--- src/rtl/associate.sv ---
// associate: trainable linear associator (one neuron). Forward: res = sum(weights[i] * args[i]).
//            Backward: fbk[i] = weights[i] * err; when en is high, weights[i] += (err * args[i]) >>> RATE.
// Latency:   one cycle per path. res_valid / fbk_valid rise on the edge that accepts arg / err.
// Backpressure: arg_ready = !res_valid and err_ready = !fbk_valid. Each path holds one item; outputs stay stable until taken.
//
// Ports:
//   clk, rst_n                       clock, asynchronous active-low reset
//   en                               learning enable, sampled on the err accept edge
//   arg_valid/arg_ready/arg_data     ARGD unsigned ARGW-bit arguments, element i at [i*ARGW +: ARGW]
//   res_valid/res_ready/res_data     signed RESW-bit weighted sum
//   err_valid/err_ready/err_data     signed ERRW-bit error
//   fbk_valid/fbk_ready/fbk_data     ARGD signed FBKW-bit feedback elements, one per argument
//
// Build option: define ASSOCIATE_SATURATE_EN to saturate every narrowing step (result, feedback,
// weight update) to the signed range of its target width. Leave it undefined for two's-complement wrap.
//
// The weights array has no reset, so values loaded before or during reset survive it.

module associate #(
    parameter int unsigned ARGW = 8,
    parameter int unsigned ARGD = 2,
    parameter int unsigned RESW = 16,
    parameter int unsigned ERRW = 16,
    parameter int unsigned FBKW = 16,
    parameter int unsigned WGTW = 16,
    parameter int unsigned RATE = 1
) (
    input  logic                   clk,
    input  logic                   rst_n,
    input  logic                   en,
    input  logic                   arg_valid,
    output logic                   arg_ready,
    input  logic [ARGD*ARGW-1:0]   arg_data,
    output logic                   res_valid,
    input  logic                   res_ready,
    output logic [RESW-1:0]        res_data,
    input  logic                   err_valid,
    output logic                   err_ready,
    input  logic [ERRW-1:0]        err_data,
    output logic                   fbk_valid,
    input  logic                   fbk_ready,
    output logic [ARGD*FBKW-1:0]   fbk_data
);

    // Forward accumulator: each product fits in WGTW+ARGW bits, and the sum adds clog2(ARGD) bits.
    localparam int unsigned ACCW = WGTW + ARGW + $clog2(ARGD);
    // Width of the weight x error product.
    localparam int unsigned FPW  = WGTW + ERRW;
    // Weight update: err*arg needs ERRW+ARGW+1 bits, and adding the old weight needs one more bit.
    localparam int unsigned UPW  = ERRW + ARGW + 2;

    logic signed [WGTW-1:0] weights [ARGD];
    logic        [ARGW-1:0] args    [ARGD];

    logic arg_fire;
    logic err_fire;

    logic signed [ACCW-1:0] acc;
    logic        [RESW-1:0] res_next;
    logic signed [FPW-1:0]  fbk_prod;
    logic signed [UPW-1:0]  delta;
    logic [ARGD*FBKW-1:0]   fbk_next;
    logic signed [WGTW-1:0] wgt_next [ARGD];

    // Narrow a wide signed value to w bits. The result is returned sign-extended,
    // and the caller keeps the low w bits.
    function automatic logic signed [63:0] reduce(input logic signed [63:0] x,
                                                  input int unsigned     w);
`ifdef ASSOCIATE_SATURATE_EN
        logic signed [63:0] hi;
        logic signed [63:0] lo;
        hi = (64'sd1 <<< (w - 1)) - 64'sd1;
        lo = -(64'sd1 <<< (w - 1));
        if (x > hi) begin
            return hi;
        end else if (x < lo) begin
            return lo;
        end else begin
            return x;
        end
`else
        return (x <<< (64 - w)) >>> (64 - w);
`endif
    endfunction

    assign arg_ready = !res_valid;
    assign err_ready = !fbk_valid;
    assign arg_fire  = arg_valid && arg_ready;
    assign err_fire  = err_valid && err_ready;

    // The forward sum uses the incoming arguments and the current (pre-update) weights.
    always_comb begin
        acc = '0;
        for (int i = 0; i < ARGD; i++) begin
            acc = acc + ACCW'(weights[i]) * ACCW'($signed({1'b0, arg_data[i*ARGW +: ARGW]}));
        end
        res_next = RESW'(reduce(64'(acc), RESW));
    end

    // The backward path uses the latched args from earlier accepts. This gives the documented
    // ordering when an arg and an err are accepted in the same cycle.
    always_comb begin
        fbk_next = '0;
        fbk_prod = '0;
        delta    = '0;
        for (int i = 0; i < ARGD; i++) begin
            fbk_prod = FPW'(weights[i]) * FPW'($signed(err_data));
            fbk_next[i*FBKW +: FBKW] = FBKW'(reduce(64'(fbk_prod), FBKW));
            delta = (UPW'($signed(err_data)) * UPW'($signed({1'b0, args[i]}))) >>> RATE;
            wgt_next[i] = WGTW'(reduce(64'(UPW'(weights[i]) + delta), WGTW));
        end
    end

    always_ff @(posedge clk or negedge rst_n) begin
        if (!rst_n) begin
            res_valid <= 1'b0;
            res_data  <= '0;
            fbk_valid <= 1'b0;
            fbk_data  <= '0;
            for (int i = 0; i < ARGD; i++) begin
                args[i] <= '0;
            end
        end else begin
            if (arg_fire) begin
                for (int i = 0; i < ARGD; i++) begin
                    args[i] <= arg_data[i*ARGW +: ARGW];
                end
                res_data  <= res_next;
                res_valid <= 1'b1;
            end else if (res_valid && res_ready) begin
                res_valid <= 1'b0;
            end

            if (err_fire) begin
                fbk_data  <= fbk_next;
                fbk_valid <= 1'b1;
            end else if (fbk_valid && fbk_ready) begin
                fbk_valid <= 1'b0;
            end
        end
    end

    // The weights have no reset. Updates are blocked while rst_n is low, because err_ready
    // stays high during reset.
    always_ff @(posedge clk) begin
        if (rst_n && err_fire && en) begin
            for (int i = 0; i < ARGD; i++) begin
                weights[i] <= wgt_next[i];
            end
        end
    end

endmodule

--- config.mk ---
export PLATFORM = sky130hd
export DESIGN_NAME = associate
export DESIGN_NICKNAME = d
export VERILOG_FILES = /design/src/rtl/associate.sv
export SDC_FILE = /design/constraint.sdc
export NUM_CORES = 2
export LEC_CHECK = 0
export ABC_AREA = 1
export CORE_ASPECT_RATIO = 0.5
export CORE_MARGIN = 2
export CORE_UTILIZATION = 55
export DETAILED_ROUTE_END_ITERATION = 16
export PLACE_DENSITY = 0.73
export SYNTH_ARGS = -nofsm -noshare
export SYNTH_HDL_FRONTEND = slang
export SYNTH_SLANG_ARGS = --single-unit
--- constraint.sdc ---
create_clock -name clk -period 7.37 [get_ports clk]
set_input_delay 0.737 -clock clk [delete_from_list [all_inputs] [get_ports clk]]
set_output_delay 0.737 -clock clk [all_outputs]
set_load 0.005 [all_outputs]
==> impl_metrics.toml <==
[status]
status = "completed"

[global_route]
grt_start_max_net_pins = 51
track_usage_pct = 27.9
grt_pass1_wl_um = 112000
gr-total-overflow = 0
grt_antenna_before_repair = 0
grt_pass1_vias = 22400

[layout]
area_growth_pct = 6.58
fill_cells = 4304
diodes = 0
final_layout_size_suffix_gt1_share_pct = 2.31
instances_no_fill = 4279
finalInstanceArea_sq_um = 28300
fin_nets = 4388

[logic_synthesis]
synth.ff_latch_count = 98
synth_top_area_share_pct = 32.7
netlist_area_sq_um = 26500
synthCells = 3635
seq_area_frac_synth_pct = 9.85
synth-warning-count = 0
postSynthAreaPerCell_sq_um = 7.30
synth_common_cells = "1130 x nand2_1, 1076 x inv_1, 433 x fa_1, 280 x ha_1, 101 x nand3_1"
post-synth-top-count-cell = "nand2_1"
synth.distinct_cells = 41
async_flop_share_pct = 67.3
yosys.area.top_type = "fa_1"
ys_top_cells_by_area = "fa_1 33%, nand2_1 16%, inv_1 15%"
synth-edff-count = 32
syn_nets = 4387
synth_ff_type = "dfrtp_1"

[floorplanning]
dieHeight_um = 159
dieWidth_um = 315
core_sq_um = 47200
top_level_ports = 91
num_rows = 56
initial_core_util_pct = 56.2
dieArea_sq_um = 50100

[timing]
skew_ns = 0.0255
rsz0062_at_grt = "no"
fin_crit_sh_pct = 89.9
final.setup.tns_ns = 0
clock.fmax_mhz = 151
finalHoldViolCount = 0
slew_violations = 0
setup_viol = 0
relSlewSlack_pct = 10.6
setup_slack_ns = 0.742
tightest_slew_ns = 1.34
period_needed_ns = 6.63

[place]
gp_congestion = 0.892
dpl_cell_area_sq_um = 28000
place_hpwl_um = 52200
placed_cells = 4263
io_buffers = 90
pre_cts_ws_ns = 0.445

[setup_path]
cp_slowest_cell = "clkdlybuf4s50_1"
cp_max_fo = 25
worst_setup_path_end_kind = "register"
crit_type = "in2reg"
cp.arrival_ns = 6.78
path_common_cell = "nand2_1"
crit_path_max_incr_delay_ns = 0.90
cp-start-kind = "input pin"
r2r_cells = 24
crit_required_ns = 7.52

[cts]
htree_levels = 3
path_clk_slew_ns = 0.10
clk-insertion-delay-late_ns = 0.40
ctsRootBufferMaster = "clkbuf_16"
clock-sinks = 98
postCtsResizedCells = 0
cts_max_path_buffers = 2
postCtsHoldBufs = 0
post-cts-setup-buffer-count = 0
cts_made_buffers = 9
cts_tree = "done"

[detailed_routing]
drtIter0Drc = 1803
wl_per_cell_um = 15.5
dr_total_vias = 21900
viasPerCell = 5.12
drc = 0
postRouteAntennaNets = 0
drt_pass1_iterations = 7
drt-total-wl_um = 66200

[flow_run]
drv_cap = 0

[worst_hold_path]
hp-class = "in2async"
path summary, 6_finish.rpt:
kind / from / to / slack, ns
worst min register to register: fbk_data[20]$_DFFE_PN0P_ / fbk_data[20]$_DFFE_PN0P_ / 0.48
max in group asynchronous: rst_n / fbk_data[30]$_DFFE_PN0P_ / 6.14
worst max register to register: weights[0][18]$_DFFE_PP_ / res_data[15]$_DFFE_PN0P_ / 1.23
worst min-delay path: rst_n / args[4]$_DFFE_PN0P_ / 0.20
min in group clk: fbk_data[20]$_DFFE_PN0P_ / fbk_data[20]$_DFFE_PN0P_ / 0.48
worst max-delay path: err_data[5] / weights[0][15]$_DFFE_PP_ / 0.74
flip-flops by register name (all words and copies together), names as in the netlist:
register / count
fbk_data: 32
weights: 32
args: 16
res_data: 16
fbk_valid: 1
res_valid: 1
per-stage QoR:
| step | utilization (%) | hold WS [ns] |
|---|---|---|
| 5_1_grt | 59.9 | 0.208 |
| 2_1_floorplan | - | 0.441 |
| 3_5_place_dp | 59.3 | 0.465 |
| 4_1_cts | 59.9 | 0.197 |
| 6_report | 59.9 | 0.205 |
| 3_3_place_gp | 59.3 | 0.461 |
metal layers:
metal | global-route usage, % | vias up | part of all wire (%)
met1 | 39.1 | 10600 | 43
met2 | 44.8 | 854 | 45
li1 | - | 10400 | -
met3 | 4.66 | 103 | 9.0
met5 | 0 | - | 0
met4 | 7.51 | 0 | 2.5
layout make-up:
cell class	count	area, sq um	area share (%)
Sequential cell	98	2610	9.24
Clock buffer	9	225	0.797
Clock inverter	7	61.3	0.217
Multi-Input combinational cell	2307	19200	68.1
Timing Repair Buffer	143	1290	4.56
Tap cell	638	798	2.82
Inverter	1077	4040	14.3
cells in the final DEF (no fill, tap or decap), types with 2 or more instances in the layout:
| cell | netlist | routed |
|---|---|---|
| nand2_1 | 1130 | 1130 |
| inv_1 | 1076 | 1076 |
| fa_1 | 433 | 433 |
| ha_1 | 280 | 280 |
| nand3_1 | 101 | 101 |
| clkdlybuf4s50_1 | 0 | 85 |
| a21oi_1 | 75 | 75 |
| dfrtp_1 | 66 | 66 |
| xor2_1 | 61 | 61 |
| o21ai_0 | 54 | 54 |
| nor2_1 | 55 | 54 |
| buf_4 | 2 | 53 |
| xnor2_1 | 41 | 41 |
| edfxtp_1 | 32 | 32 |
| nand3b_1 | 11 | 11 |
| a31oi_1 | 10 | 10 |
| clkbuf_16 | 0 | 9 |
| a21o_1 | 8 | 8 |
| nor3_1 | 7 | 7 |
| nand4_1 | 6 | 6 |
| o21bai_1 | 6 | 6 |
| or2_2 | 4 | 4 |
| buf_2 | 33 | 4 |
| a211oi_1 | 3 | 3 |
| o31ai_1 | 3 | 3 |
| o21a_1 | 2 | 2 |
| o211ai_1 | 2 | 2 |
| a221oi_1 | 2 | 2 |
| o2111ai_1 | 2 | 2 |
| xnor2_2 | 2 | 2 |
| a21boi_0 | 2 | 2 |
| clkinv_4 | 0 | 2 |
| inv_8 | 0 | 2 |
logic make-up after synthesis:
group	Yosys count	share of synthesized area [%]
flip-flops	98	9.85
adder cells (fa/ha/maj)	713	45.9
AO/OA/AOI/OAI	171	3.62
buffers and inverters	1230	17.6
XOR/XNOR	105	3.55
AND/OR/NAND/NOR	1318	19.5
worst max-delay path, delay by kind of cell:
kind / cells / cell delay (ns)
AO/OA/AOI/OAI: 4 / 0.71
AND/OR/NAND/NOR: 17 / 1.42
adder cells (fa/ha/maj): 6 / 2.35
buffers and inverters: 6 / 1.55
Power is not shown: default switching activity piles up to over one toggle a cycle in this logic, so the estimate is an artifact.
